$ cat config.mk
export PLATFORM = sky130hd
export DESIGN_NAME = pipe_hazard_ctrl_flat
export DESIGN_NICKNAME = d
export VERILOG_FILES = /design/src/rtl/pipe_hazard_ctrl_if.sv /design/src/rtl/pipe_hazard_ctrl.sv /design/src/flat_wrapper.sv
export SDC_FILE = /design/constraint.sdc
export NUM_CORES = 1
export LEC_CHECK = 0
export ABC_AREA = 0
export ABC_CLOCK_PERIOD_IN_PS = 2300
export BUFFER_PORTS_ARGS = -buffer_cell sky130_fd_sc_hd__buf_2
export CORE_MARGIN = 4
export CORE_UTILIZATION = 40
export CTS_BUF_LIST = sky130_fd_sc_hd__clkbuf_8
export DETAILED_ROUTE_END_ITERATION = 10
export PLACE_DENSITY = 0.62
export RECOVER_POWER = 25
export SYNTH_ARGS = -nofsm -noshare
export SYNTH_HDL_FRONTEND = slang
export SYNTH_SLANG_ARGS = --single-unit
$ cat constraint.sdc
create_clock -name clk -period 2.3 [get_ports clk]
set_clock_uncertainty 0.15 [all_clocks]
set_input_delay 0.46 -clock clk [delete_from_list [all_inputs] [get_ports clk]]
set_output_delay 0.46 -clock clk [all_outputs]
set_load 0.05 [all_outputs]
$ cat src/rtl/pipe_hazard_ctrl_if.sv
// Pipeline-side bundle between the datapath and the hazard controller: ID/EX/MEM
// status coming in, stall/flush/bubble controls going back out.
interface pipe_hazard_ctrl_if;
   logic [4:0] id_rs1_addr;
   logic [4:0] id_rs2_addr;
   logic       id_uses_rs1;
   logic       id_uses_rs2;
   logic [4:0] ex_rd_addr;
   logic       ex_dmem_ren;
   logic       ex_redirect;
   logic       mem_dmem_req;
   logic       i_dmem_ready;
   logic       o_pc_stall;
   logic       o_ifid_stall;
   logic       o_ifid_flush;
   logic       o_idex_stall;
   logic       o_idex_flush;
   logic       o_exmem_stall;
   logic       o_memwb_bubble;

   // Datapath side: reports pipeline status, obeys the controls.
   modport master (
      output id_rs1_addr, id_rs2_addr, id_uses_rs1, id_uses_rs2, ex_rd_addr,
             ex_dmem_ren, ex_redirect, mem_dmem_req, i_dmem_ready,
      input  o_pc_stall, o_ifid_stall, o_ifid_flush, o_idex_stall, o_idex_flush,
             o_exmem_stall, o_memwb_bubble
   );

   // Controller side.
   modport slave (
      input  id_rs1_addr, id_rs2_addr, id_uses_rs1, id_uses_rs2, ex_rd_addr,
             ex_dmem_ren, ex_redirect, mem_dmem_req, i_dmem_ready,
      output o_pc_stall, o_ifid_stall, o_ifid_flush, o_idex_stall, o_idex_flush,
             o_exmem_stall, o_memwb_bubble
   );
endinterface

$ cat src/rtl/pipe_hazard_ctrl.sv
// Hazard controller for a 5-stage pipeline: load-use stalls, EX-resolved redirect
// flushes and data-memory wait stalls, with saturating stall/flush event counters.
module pipe_hazard_ctrl #(
   parameter int unsigned CNT_W       = 16,
   parameter int unsigned MEM_TIMEOUT = 64
) (
   input  logic               clk,
   input  logic               rst,
   pipe_hazard_ctrl_if.slave  bus,
   output logic               o_mem_timeout,
   output logic [CNT_W-1:0]   o_stall_cnt,
   output logic [CNT_W-1:0]   o_flush_cnt
);

   localparam int unsigned       WaitCntW = $clog2(MEM_TIMEOUT) + 1;
   localparam logic [WaitCntW-1:0] WaitLast = WaitCntW'(MEM_TIMEOUT - 1);

   typedef enum logic [0:0] {StRun, StMemWait} state_e;

   state_e              state_q, state_d;
   logic                pend_redir_q, pend_redir_d;
   logic [WaitCntW-1:0] wait_cnt_q, wait_cnt_d;
   logic                timeout_d;
   logic [CNT_W-1:0]    stall_cnt_d, flush_cnt_d;

   logic hz, mem_wait, stall_all, hz_stall, redir_flush;

   assign hz = bus.ex_dmem_ren && (bus.ex_rd_addr != 5'd0) &&
               ((bus.id_uses_rs1 && (bus.id_rs1_addr == bus.ex_rd_addr)) ||
                (bus.id_uses_rs2 && (bus.id_rs2_addr == bus.ex_rd_addr)));
   assign mem_wait = bus.mem_dmem_req & ~bus.i_dmem_ready;

   // Next state, wait bookkeeping and the combinational pipeline controls.
   always_comb begin
      state_d      = state_q;
      pend_redir_d = pend_redir_q;
      wait_cnt_d   = wait_cnt_q;
      timeout_d    = o_mem_timeout;
      stall_all    = 1'b0;
      hz_stall     = 1'b0;
      redir_flush  = 1'b0;

      if (mem_wait) begin
         // A dmem wait freezes everything and outranks redirect and load-use.
         stall_all = 1'b1;
         state_d   = StMemWait;
         if (state_q == StRun) begin
            wait_cnt_d = '0;
         end else begin
            // The redirecting instruction is held in EX; remember it for the exit cycle.
            if (bus.ex_redirect) pend_redir_d = 1'b1;
            if (wait_cnt_q == WaitLast) timeout_d = 1'b1;
            else                        wait_cnt_d = wait_cnt_q + WaitCntW'(1);
         end
      end else begin
         state_d      = StRun;
         pend_redir_d = 1'b0;
         // Redirect squashes the ID instruction, so its hazard no longer matters.
         if (bus.ex_redirect || pend_redir_q) redir_flush = 1'b1;
         else if (hz)                         hz_stall    = 1'b1;
      end

      bus.o_pc_stall     = rst & (stall_all | hz_stall);
      bus.o_ifid_stall   = rst & (stall_all | hz_stall);
      bus.o_ifid_flush   = rst & redir_flush;
      bus.o_idex_stall   = rst & stall_all;
      bus.o_idex_flush   = rst & (redir_flush | hz_stall);
      bus.o_exmem_stall  = rst & stall_all;
      bus.o_memwb_bubble = rst & stall_all;

      stall_cnt_d = o_stall_cnt;
      flush_cnt_d = o_flush_cnt;
      if (bus.o_pc_stall && !(&o_stall_cnt))   stall_cnt_d = o_stall_cnt + CNT_W'(1);
      if (bus.o_ifid_flush && !(&o_flush_cnt)) flush_cnt_d = o_flush_cnt + CNT_W'(1);
   end

   // State and counter registers, synchronous active-low reset.
   always_ff @(posedge clk) begin
      if (!rst) begin
         state_q       <= StRun;
         pend_redir_q  <= 1'b0;
         wait_cnt_q    <= '0;
         o_mem_timeout <= 1'b0;
         o_stall_cnt   <= '0;
         o_flush_cnt   <= '0;
      end else begin
         state_q       <= state_d;
         pend_redir_q  <= pend_redir_d;
         wait_cnt_q    <= wait_cnt_d;
         o_mem_timeout <= timeout_d;
         o_stall_cnt   <= stall_cnt_d;
         o_flush_cnt   <= flush_cnt_d;
      end
   end

endmodule

$ cat src/flat_wrapper.sv
// flat-port wrapper written by rule: the top's interface ports become plain ports
module pipe_hazard_ctrl_flat 
#(
   parameter int unsigned CNT_W       = 16,
   parameter int unsigned MEM_TIMEOUT = 64
)
  (clk, rst, o_mem_timeout, o_stall_cnt, o_flush_cnt, bus_id_rs1_addr, bus_id_rs2_addr, bus_id_uses_rs1, bus_id_uses_rs2, bus_ex_rd_addr, bus_ex_dmem_ren, bus_ex_redirect, bus_mem_dmem_req, bus_i_dmem_ready, bus_o_pc_stall, bus_o_ifid_stall, bus_o_ifid_flush, bus_o_idex_stall, bus_o_idex_flush, bus_o_exmem_stall, bus_o_memwb_bubble);
  pipe_hazard_ctrl_if bus_i ();
  input  logic clk;
  input  logic rst;
  output logic o_mem_timeout;
  output logic [CNT_W-1:0] o_stall_cnt;
  output logic [CNT_W-1:0] o_flush_cnt;
  input wire logic [$bits(bus_i.id_rs1_addr)-1:0] bus_id_rs1_addr;
  input wire logic [$bits(bus_i.id_rs2_addr)-1:0] bus_id_rs2_addr;
  input wire logic [$bits(bus_i.id_uses_rs1)-1:0] bus_id_uses_rs1;
  input wire logic [$bits(bus_i.id_uses_rs2)-1:0] bus_id_uses_rs2;
  input wire logic [$bits(bus_i.ex_rd_addr)-1:0] bus_ex_rd_addr;
  input wire logic [$bits(bus_i.ex_dmem_ren)-1:0] bus_ex_dmem_ren;
  input wire logic [$bits(bus_i.ex_redirect)-1:0] bus_ex_redirect;
  input wire logic [$bits(bus_i.mem_dmem_req)-1:0] bus_mem_dmem_req;
  input wire logic [$bits(bus_i.i_dmem_ready)-1:0] bus_i_dmem_ready;
  output wire logic [$bits(bus_i.o_pc_stall)-1:0] bus_o_pc_stall;
  output wire logic [$bits(bus_i.o_ifid_stall)-1:0] bus_o_ifid_stall;
  output wire logic [$bits(bus_i.o_ifid_flush)-1:0] bus_o_ifid_flush;
  output wire logic [$bits(bus_i.o_idex_stall)-1:0] bus_o_idex_stall;
  output wire logic [$bits(bus_i.o_idex_flush)-1:0] bus_o_idex_flush;
  output wire logic [$bits(bus_i.o_exmem_stall)-1:0] bus_o_exmem_stall;
  output wire logic [$bits(bus_i.o_memwb_bubble)-1:0] bus_o_memwb_bubble;
  assign bus_i.id_rs1_addr = bus_id_rs1_addr;
  assign bus_i.id_rs2_addr = bus_id_rs2_addr;
  assign bus_i.id_uses_rs1 = bus_id_uses_rs1;
  assign bus_i.id_uses_rs2 = bus_id_uses_rs2;
  assign bus_i.ex_rd_addr = bus_ex_rd_addr;
  assign bus_i.ex_dmem_ren = bus_ex_dmem_ren;
  assign bus_i.ex_redirect = bus_ex_redirect;
  assign bus_i.mem_dmem_req = bus_mem_dmem_req;
  assign bus_i.i_dmem_ready = bus_i_dmem_ready;
  assign bus_o_pc_stall = bus_i.o_pc_stall;
  assign bus_o_ifid_stall = bus_i.o_ifid_stall;
  assign bus_o_ifid_flush = bus_i.o_ifid_flush;
  assign bus_o_idex_stall = bus_i.o_idex_stall;
  assign bus_o_idex_flush = bus_i.o_idex_flush;
  assign bus_o_exmem_stall = bus_i.o_exmem_stall;
  assign bus_o_memwb_bubble = bus_i.o_memwb_bubble;
  pipe_hazard_ctrl #(.CNT_W(CNT_W), .MEM_TIMEOUT(MEM_TIMEOUT)) u_core (.clk(clk), .rst(rst), .bus(bus_i), .o_mem_timeout(o_mem_timeout), .o_stall_cnt(o_stall_cnt), .o_flush_cnt(o_flush_cnt));
endmodule
Word level (Yosys, flattened, before mapping) --
Cells that the tools add are included.
Word-level totals: bits in registers 42, latch bits 0, RAM bits 0, memory bits (read-only) 0, bits of input ports 23, output and inout bits 40, memories 0
Operators by class: add/sub/neg operators 3, multipliers 0, div/mod/pow operators 0, $lt $le $gt $ge 0, equality and inequality tests 4, shift-type cells 0, muxes and demuxes 8, bitwise logic cells 8, reductions and logical operators 17
Operator list (number):
- 16-bit by 1-bit adder with 16-bit output, second input constant | 2
- 16-bit AND reduction | 2
- 7-bit two-way mux | 2
- 5-bit equality test | 2
- 7-bit by 1-bit adder with 7-bit output, second input constant | 1
- 7-bit by 6-bit equality test with 1-bit output, second input constant | 1
- 1-bit logical AND | 6
- 1-bit two-way mux | 6
- 2-bit AND reduction | 3
- 1-bit AND | 5
- 5-bit nonzero test | 1
- 3-bit AND reduction | 1
- 1-bit zero test | 2
- 1-bit logical OR | 2
- 2-bit != test, second input constant | 1
- 1-bit bitwise OR | 2
- 1-bit inverter | 1

Logic depth before layout (Yosys ltp) --
Gate-level depths: netlist of the first run.
depth in word-level cells 10, mapped depth 8

Least setup slack after synthesis of the first run --
Ideal clock, no wire load.
kind input to output, start point input bus_ex_rd_addr[1], end point output bus_o_pc_stall, data arrival time 2.133 ns, required time 1.690 ns, path slack -0.443 ns, stages 6, path through xnor2_1 nand4_1 o22ai_1 a21oi_2 nor2_1 buf_4
Between the ends: longest elaborated chain between the ends 9
RTL lines:
- start, declared | line flat_wrapper.sv:18 | input wire logic [$bits(bus_i.ex_rd_addr)-1:0] bus_ex_rd_addr;
- 5-bit equality test (on tied branches) | line pipe_hazard_ctrl.sv:29, pipe_hazard_ctrl.sv:30
- 1-bit logical AND (on tied branches) | line pipe_hazard_ctrl.sv:29, pipe_hazard_ctrl.sv:30
- 1-bit logical OR | line pipe_hazard_ctrl.sv:29 | ((bus.id_uses_rs1 && (bus.id_rs1_addr == bus.ex_rd_addr)) ||
- 1-bit logical AND * | line pipe_hazard_ctrl.sv:28 | assign hz = bus.ex_dmem_ren && (bus.ex_rd_addr != 5'd0) &&
- 1-bit two-way mux * | line pipe_hazard_ctrl.sv:60 | else if (hz) hz_stall = 1'b1;
- 1-bit two-way mux * | line pipe_hazard_ctrl.sv:59 | if (bus.ex_redirect || pend_redir_q) redir_flush = 1'b1;
- 1-bit two-way mux * | line pipe_hazard_ctrl.sv:43 | if (mem_wait) begin
- 1-bit bitwise OR *
- 1-bit AND *
- end, declared | line flat_wrapper.sv:23 | output wire logic [$bits(bus_i.o_pc_stall)-1:0] bus_o_pc_stall;
Every way passes the cells marked *; elsewhere a longest branch is shown, timed or not.

Worst setup path after layout of the first run --
start point input bus_ex_rd_addr[1], end point output bus_o_pc_stall
Between the ends: longest elaborated chain between the ends 9
RTL lines:
- 5-bit equality test (on tied branches) | line pipe_hazard_ctrl.sv:29, pipe_hazard_ctrl.sv:30
- 1-bit logical AND (on tied branches) | line pipe_hazard_ctrl.sv:29, pipe_hazard_ctrl.sv:30
- 1-bit logical OR | line pipe_hazard_ctrl.sv:29
- 1-bit logical AND * | line pipe_hazard_ctrl.sv:28
- 1-bit two-way mux * | line pipe_hazard_ctrl.sv:60
- 1-bit two-way mux * | line pipe_hazard_ctrl.sv:59
- 1-bit two-way mux * | line pipe_hazard_ctrl.sv:43
- 1-bit bitwise OR * | line pipe_hazard_ctrl.sv:63 | bus.o_pc_stall = rst & (stall_all | hz_stall);
- 1-bit AND * | line pipe_hazard_ctrl.sv:63
Marks and branches as above.

==> flow_metrics.env, run 1 <==
export IMPL_status="complete, no violations"
export IMPL_tightest_slew_ps=606
export IMPL_crit_path_cell_trace="buf_8, or3_4, o311a_4, a21oi_4, nor2_4, buf_6"
export IMPL_synth_top_family_by_area="simple AND/OR/NAND/NOR gates"
export IMPL_worst_slack_ps=15.0
export IMPL_detail_route_antenna_nets=0
export IMPL_netlist_top_cell_by_area="dfxtp_1"
export IMPL_startpoint_type="input pin"
export IMPL_syn_to_final_growth_pct=31.6
export IMPL_grt_use_total_pct=15.8
export IMPL_die_x_um=81.0
export IMPL_worst_r2r_path_depth=7
export IMPL_fin_crit_sh_pct=99.3
export IMPL_hold_depth=2
export IMPL_drv_slew=0
export IMPL_vdd_ir_drop_worst_v=0.000350
export IMPL_hold_slack_ps=280
export IMPL_synthMuxAreaShare_pct=1.41
export IMPL_grt_pass1_wl_mm=8.24
export IMPL_drv_cap=0
export IMPL_post_cts_buffers=0
export IMPL_syn_inst=258
export IMPL_rsz0062_at_grt="yes"
export IMPL_synthAdderAreaFrac_pct=1.76
export IMPL_syn_nets=284
export IMPL_place_inst=401
export IMPL_ys_types=38
export IMPL_async_reset_ff_share_pct=0
export IMPL_yosys_warnings=0
export IMPL_clkSlewWorstSetupHoldPaths_ps=80
export IMPL_critPathMaxFanout=3
export IMPL_p_sw_mw=0.364
export IMPL_fin_cells=409
export IMPL_syn_area_um2=2130
export IMPL_overflow=0
export IMPL_synth_edf_count=0
export IMPL_final_min_clock_period_ps=2290
export IMPL_fmax_ghz=0.438
export IMPL_place_gp_congestion=0.840
export IMPL_required_ps=1690
export IMPL_relSlewSlack_pct=59.8
export IMPL_p_clk_share_pct=38.3
export IMPL_drc=0
export IMPL_viasPerCell=5.03
export IMPL_fin_util_pct=54.6
export IMPL_htreeDepth=2
export IMPL_ys_flop_type="dfxtp_1"
export IMPL_fin_setup_tns_ps=0
export IMPL_drive_gt1_share_pct=27.1
export IMPL_cts_root_buf="clkbuf_8"
export IMPL_synth_simple_gate_area_share_pct=29.8
export IMPL_p_per_area_nw_per_um2=532
export IMPL_pre_cts_slack_ps=-103
export IMPL_cp_slowest_cell="or3_4"
export IMPL_leakage_nw=1.08
export IMPL_seq_power_share_pct=49.4
export IMPL_vias=2059
export IMPL_cts_tree="done"
export IMPL_first_pass_iters=4
export IMPL_dieHeight_um=81.0
export IMPL_place_hpwl_mm=3.82
export IMPL_setup_violations_final=0
export IMPL_intPower_mw=1.13
export IMPL_num_rows=26
export IMPL_hold_buffers=0
export IMPL_antenna_found_initial=0
export IMPL_finalWirelength_mm=4.97
export IMPL_ios=63
export IMPL_cts_buffers_inserted=5
export IMPL_io_buffers=62
export IMPL_finalHoldViolCount=0
export IMPL_avgSynthCellArea_um2=8.26
export IMPL_clock_path_buffers=2
export IMPL_diodes=0
export IMPL_crit_path_max_incr_delay_ps=380
export IMPL_swShare_pct=24.4
export IMPL_grt_start_max_net_pins=21
export IMPL_drtIter0Drc=76
export IMPL_core_area_um2=5140
export IMPL_synth_xor_area_share_pct=12.7
export IMPL_hold_class="flip-flop to flip-flop"
export IMPL_clkSinkCount=42
export IMPL_clk_latency_ps=290
export IMPL_p_comb_share_pct=12.3
export IMPL_synth_compound_area_share_pct=11.0
export IMPL_final_net_count=364
export IMPL_worstSetupEndpointType="primary output"
export IMPL_critical_path_class="input pin to primary output"
export IMPL_ys_ff_latch=42
export IMPL_synth_top_area_share_pct=39.5
export IMPL_die_area_um2=6560
export IMPL_synth_area_leaders="dfxtp_1 39%, xnor2_1 7.4%, nor2_1 7.0%"
export IMPL_seq_area_frac_synth_pct=39.5
export IMPL_wl_per_cell_um=12.1
export IMPL_grt_pass1_vias=1868
export IMPL_initial_core_util_pct=41.5
export IMPL_critPathArrivalTime_ps=1680
==> power by group through the flow <==
| stage | Sequential (mW) | Combinational [mW] | Clock [mW] |
|---|---|---|---|
| 6_report | 0.737 | 0.183 | 0.571 |
| 3_5_place_dp | 0.754 | 0.174 | 0 |
| 3_3_place_gp | 0.754 | 0.174 | 0 |
| 4_1_cts | 0.737 | 0.179 | 0.593 |
| 2_1_floorplan | 0.766 | 0.0960 | 0 |
| 5_1_grt | 0.739 | 0.199 | 0.629 |
==> stage by stage <==
step	power, mW	instance area (µm²)
detailed placement	0.929	2660
global route	1.57	2800
floorplan	0.862	2160
CTS	1.51	2790
finish	1.49	2800
global placement	0.929	2660
==> Yosys cell counts, drive strengths merged, types with 2 or more instances <==
master and count:
mux2i 3, nor3b 2, nand4 9, nand3 19
buf 7, o21ai 4, clkbuf 3, nor2 40
dfxtp 42, nor2b 2, nand2 24, inv 5
ha 3, and3 5, or3 4, xor2 13
a21oi 17, xnor2 18, or4 9, and2 2
nor3 6, o31ai 9, nand2b 2
==> path summary, 6_finish.rpt <==
kind                                 startpoint                                   to  slack, ps
max                           bus_ex_rd_addr[1]                       bus_o_pc_stall         10
min           u_core.wait_cnt_q[6]$_SDFFE_PN0P_    u_core.wait_cnt_q[6]$_SDFFE_PN0P_        280
max reg2reg  u_core.o_stall_cnt[0]$_SDFFE_PN0P_  u_core.o_stall_cnt[15]$_SDFFE_PN0P_        220
min reg2reg   u_core.wait_cnt_q[6]$_SDFFE_PN0P_    u_core.wait_cnt_q[6]$_SDFFE_PN0P_        280
==> flip-flops by register name (all words and copies together) (netlist names) <==
signal	flops
u_core.o_flush_cnt	16
u_core.o_stall_cnt	16
u_core.wait_cnt_q	7
u_core.o_mem_timeout	1
u_core.pend_redir_q	1
u_core.state_q	1
==> kinds of logic after synthesis <==
group	after synthesis
adders and majority gates	3
DFF	42
and+or+nand+nor	128
xor gates and xnor gates	31
AOI/OAI and AO/OA	36
muxes	3
buffers and inverters	15
==> metal layers <==
metal	wire (µm)	GRT usage, %
met1	2390	21.0
met2	2240	24.7
met3	233	3.44
met5	0	0
met4	106	6.76
==> cell type report <==
class | instances | area (µm²)
fillers | 516 | 2340
clock inverters | 3 | 41.3
well taps | 70 | 87.6
clock buffers | 5 | 68.8
multi-input cells | 201 | 1250
inverters | 5 | 18.8
flip-flops and latches | 42 | 848
repair buffers | 83 | 484
==> cell usage in the layout (no fill, tap or decap), types with 2 or more instances in the layout <==
| cell | synthesis | layout |
|---|---|---|
| o21ai_0 | 4 | 4 |
| buf_2 | 0 | 42 |
| and2_1 | 2 | 2 |
| or3_1 | 4 | 3 |
| nand2b_1 | 2 | 2 |
| nor3b_1 | 2 | 2 |
| a21oi_1 | 16 | 15 |
| nor2_4 | 0 | 2 |
| o31ai_1 | 9 | 9 |
| dfxtp_1 | 42 | 36 |
| and3_1 | 5 | 5 |
| mux2i_1 | 3 | 3 |
| nand3_1 | 19 | 19 |
| xnor2_1 | 18 | 18 |
| buf_8 | 0 | 2 |
| ha_1 | 3 | 3 |
| nor3_1 | 6 | 6 |
| nor2_1 | 40 | 38 |
| nand2_1 | 23 | 23 |
| clkbuf_8 | 0 | 5 |
| or4_1 | 8 | 8 |
| xor2_1 | 13 | 13 |
| inv_1 | 5 | 6 |
| buf_4 | 3 | 20 |
| nand4_1 | 9 | 9 |
| clkbuf_1 | 3 | 16 |
| buf_6 | 2 | 3 |
| nor2b_1 | 2 | 2 |
| dfxtp_2 | 0 | 6 |
==> timing repair <==
action / 4_1_cts / 5_1_grt
gates resized for setup: 5 / 10
pin swaps: 1 / 2
gates cloned: 0 / 0
setup endpoints to repair: 3 / 3
==> worst max-delay path, delay by kind of cell <==
kind                   cells  cell delay (ps)
buffers and inverters      2              260
and+or+nand+nor            2              440
AOI/OAI and AO/OA          2              510
Note: power is estimated with default switching activity, not from simulation.
==> run 2, diff against run 1 <==
--- a/config.mk
+++ b/config.mk
@@ -5,14 +5,14 @@
 export SDC_FILE = /design/constraint.sdc
 export NUM_CORES = 1
 export LEC_CHECK = 0
-export ABC_AREA = 0
+export ABC_AREA = 1
 export ABC_CLOCK_PERIOD_IN_PS = 2300
 export BUFFER_PORTS_ARGS = -buffer_cell sky130_fd_sc_hd__buf_2
 export CORE_MARGIN = 4
 export CORE_UTILIZATION = 40
 export CTS_BUF_LIST = sky130_fd_sc_hd__clkbuf_8
 export DETAILED_ROUTE_END_ITERATION = 10
-export PLACE_DENSITY = 0.62
+export PLACE_DENSITY = 0.61
 export RECOVER_POWER = 25
 export SYNTH_ARGS = -nofsm -noshare
 export SYNTH_HDL_FRONTEND = slang
==> run 2 against run 1 <==
Against the previous run: combinational power decreased by 4%; hold slack improved by 17 ps; non-clock buffer count is 16 lower; sequential power grew 0.5%; final area is 7.0% higher; power fell by 5.9%; clock power decreased by 15%; sequential cell count unchanged; critical path type unchanged; largest cell class unchanged.
==> flow_metrics.env, run 2 <==
export IMPL_hold_buffers=0
export IMPL_final_common_cell="nand2_1"
export IMPL_critPathMaxFanout=3
export IMPL_final_min_clock_period_ps=2120
export IMPL_core_area_um2=6060
export IMPL_hold_depth=3
export IMPL_detail_route_antenna_nets=0
export IMPL_antenna_found_initial=0
export IMPL_grt_use_total_pct=16.1
export IMPL_syn_to_final_growth_pct=17.1
export IMPL_fmax_ghz=0.471
export IMPL_required_ps=1690
export IMPL_viasPerCell=4.82
export IMPL_finalWirelength_mm=6.10
export IMPL_clk_latency_ps=290
export IMPL_drv_cap=0
export IMPL_tightest_slew_ps=671
export IMPL_startpoint_type="input pin"
export IMPL_dieHeight_um=88.0
export IMPL_rsz0062_at_grt="no"
export IMPL_drv_slew=0
export IMPL_place_gp_congestion=0.845
export IMPL_clkSlewWorstSetupHoldPaths_ps=80
export IMPL_num_rows=28
export IMPL_grt_pass1_wl_mm=10.1
export IMPL_die_area_um2=7750
export IMPL_initial_core_util_pct=42.3
export IMPL_yosys_cell_count_top_type="nand2_1"
export IMPL_status="complete, no violations"
export IMPL_grt_start_max_net_pins=25
export IMPL_synth_edf_count=0
export IMPL_hold_class="input pin to flip-flop"
export IMPL_diodes=0
export IMPL_relSlewSlack_pct=55.2
export IMPL_ys_types=31
export IMPL_syn_inst=412
export IMPL_wl_per_cell_um=11.1
export IMPL_critPathArrivalTime_ps=1510
export IMPL_syn_nets=438
export IMPL_synth_area_leaders="dfxtp_1 33%, nand2_1 17%, nor2_1 8.5%"
export IMPL_finalHoldViolCount=0
export IMPL_final_cell_mix="117 x nand2_1, 58 x nor2_1, 54 x inv_1"
export IMPL_yosys_top_cells_count="118 x nand2_1, 58 x nor2_1, 52 x inv_1"
export IMPL_ys_flop_type="dfxtp_1"
export IMPL_worstSetupEndpointType="primary output"
export IMPL_final_net_count=500
export IMPL_cts_resized=0
export IMPL_worst_r2r_path_depth=10
export IMPL_cts_root_buf="clkbuf_8"
export IMPL_avgSynthCellArea_um2=6.22
export IMPL_async_reset_ff_share_pct=0
export IMPL_cts_buffers_inserted=5
export IMPL_clock_path_buffers=2
export IMPL_fin_crit_sh_pct=92.2
export IMPL_die_x_um=88.0
export IMPL_grt_pass1_vias=2308
export IMPL_setup_violations_final=0
export IMPL_leakage_nw=1.37
export IMPL_synth_top_area_share_pct=32.8
export IMPL_syn_area_um2=2560
export IMPL_vias=2650
export IMPL_htreeDepth=2
export IMPL_power_mw=1.40
export IMPL_post_cts_buffers=0
export IMPL_finalInstanceArea_um2=3000
export IMPL_critical_path_class="input pin to primary output"
export IMPL_p_per_area_nw_per_um2=467
export IMPL_drc=0
export IMPL_seq_area_frac_synth_pct=32.8
export IMPL_reg_top3="u_core.o_flush_cnt x16, u_core.o_stall_cnt x16, u_core.wait_cnt_q x7"
export IMPL_yosys_warnings=0
export IMPL_ios=63
export IMPL_overflow=0
export IMPL_vdd_ir_drop_worst_v=0.000247
export IMPL_place_hpwl_mm=4.70
export IMPL_drtIter0Drc=90
export IMPL_fin_util_pct=49.5
export IMPL_ys_ff_latch=42
export IMPL_drive_gt1_share_pct=18.5
export IMPL_fillers=657
export IMPL_place_area_um2=2940
export IMPL_io_buffers=62
export IMPL_clkSinkCount=42
export IMPL_first_pass_iters=4
export IMPL_fin_setup_tns_ps=0
export IMPL_cts_tree="done"
export IMPL_netlist_top_cell_by_area="dfxtp_1"
-- run 2: where the power goes --
group          switching (mW)  internal (mW)  total (mW)
clock network           0.248          0.238       0.486
logic                   0.123         0.0527       0.176
registers             0.00739          0.733       0.741
total                   0.378           1.02        1.40
-- run 2: logic make-up after synthesis --
family | share of synthesized area (%)
AO/OA/AOI/OAI | 8.30
XOR/XNOR | 1.71
adder cells (fa/ha/maj) | 1.47
buffers and inverters | 13.0
flip-flops | 32.8
AND/OR/NAND/NOR | 42.6
-- run 2: layer usage --
| layer | vias to the layer above | wire length, µm | part of all wire (%) | track usage, % |
|---|---|---|---|---|
| met2 | 45 | 2900 | 48 | 27.5 |
| met4 | 0 | 43 | 0.71 | 4.12 |
| met3 | 5 | 311 | 5.1 | 3.39 |
| li1 | 1417 | - | - | - |
| met5 | - | 0 | 0 | 0 |
| met1 | 1183 | 2850 | 47 | 20.8 |
-- run 2: final cells by class --
| class | count | area (µm²) | area share, % |
|---|---|---|---|
| multi-input cells | 291 | 1400 | 46.6 |
| well taps | 75 | 93.8 | 3.13 |
| inverters | 67 | 251 | 8.38 |
| flip-flops and latches | 42 | 841 | 28.0 |
| clock buffers | 6 | 82.6 | 2.75 |
| clock inverters | 2 | 8.76 | 0.292 |
| repair buffers | 67 | 324 | 10.8 |
-- run 2: per-stage QoR --
step	std cells	worst slack, ps	hold slack [ps]
global route	550	41.9	328
global placement	542	169	283
finish	550	178	298
detailed placement	542	168	290
floorplan	412	27.0	273
CTS	550	164	286
-- run 2: path summary, 6_finish.rpt --
| check | start | endpoint | slack, ps |
|---|---|---|---|
| worst max register to register | u_core.o_flush_cnt[1]$_SDFFE_PN0P_ | u_core.o_flush_cnt[8]$_SDFFE_PN0P_ | 270 |
| worst max-delay path | bus_ex_rd_addr[3] | bus_o_idex_flush | 180 |
| worst min-delay path | bus_ex_redirect | u_core.pend_redir_q$_SDFFE_PN0P_ | 300 |
| worst min register to register | u_core.wait_cnt_q[6]$_SDFFE_PN0P_ | u_core.wait_cnt_q[6]$_SDFFE_PN0P_ | 300 |
-- run 2: worst max-delay path, stage by stage --
cell     delay (ps)
buf_2           100
inv_2            50
nand2_1          50
nand2_1          40
nor2_1          120
nand3_1          90
nand2_1         100
nand2_2          80
a21oi_1         140
buf_2           280
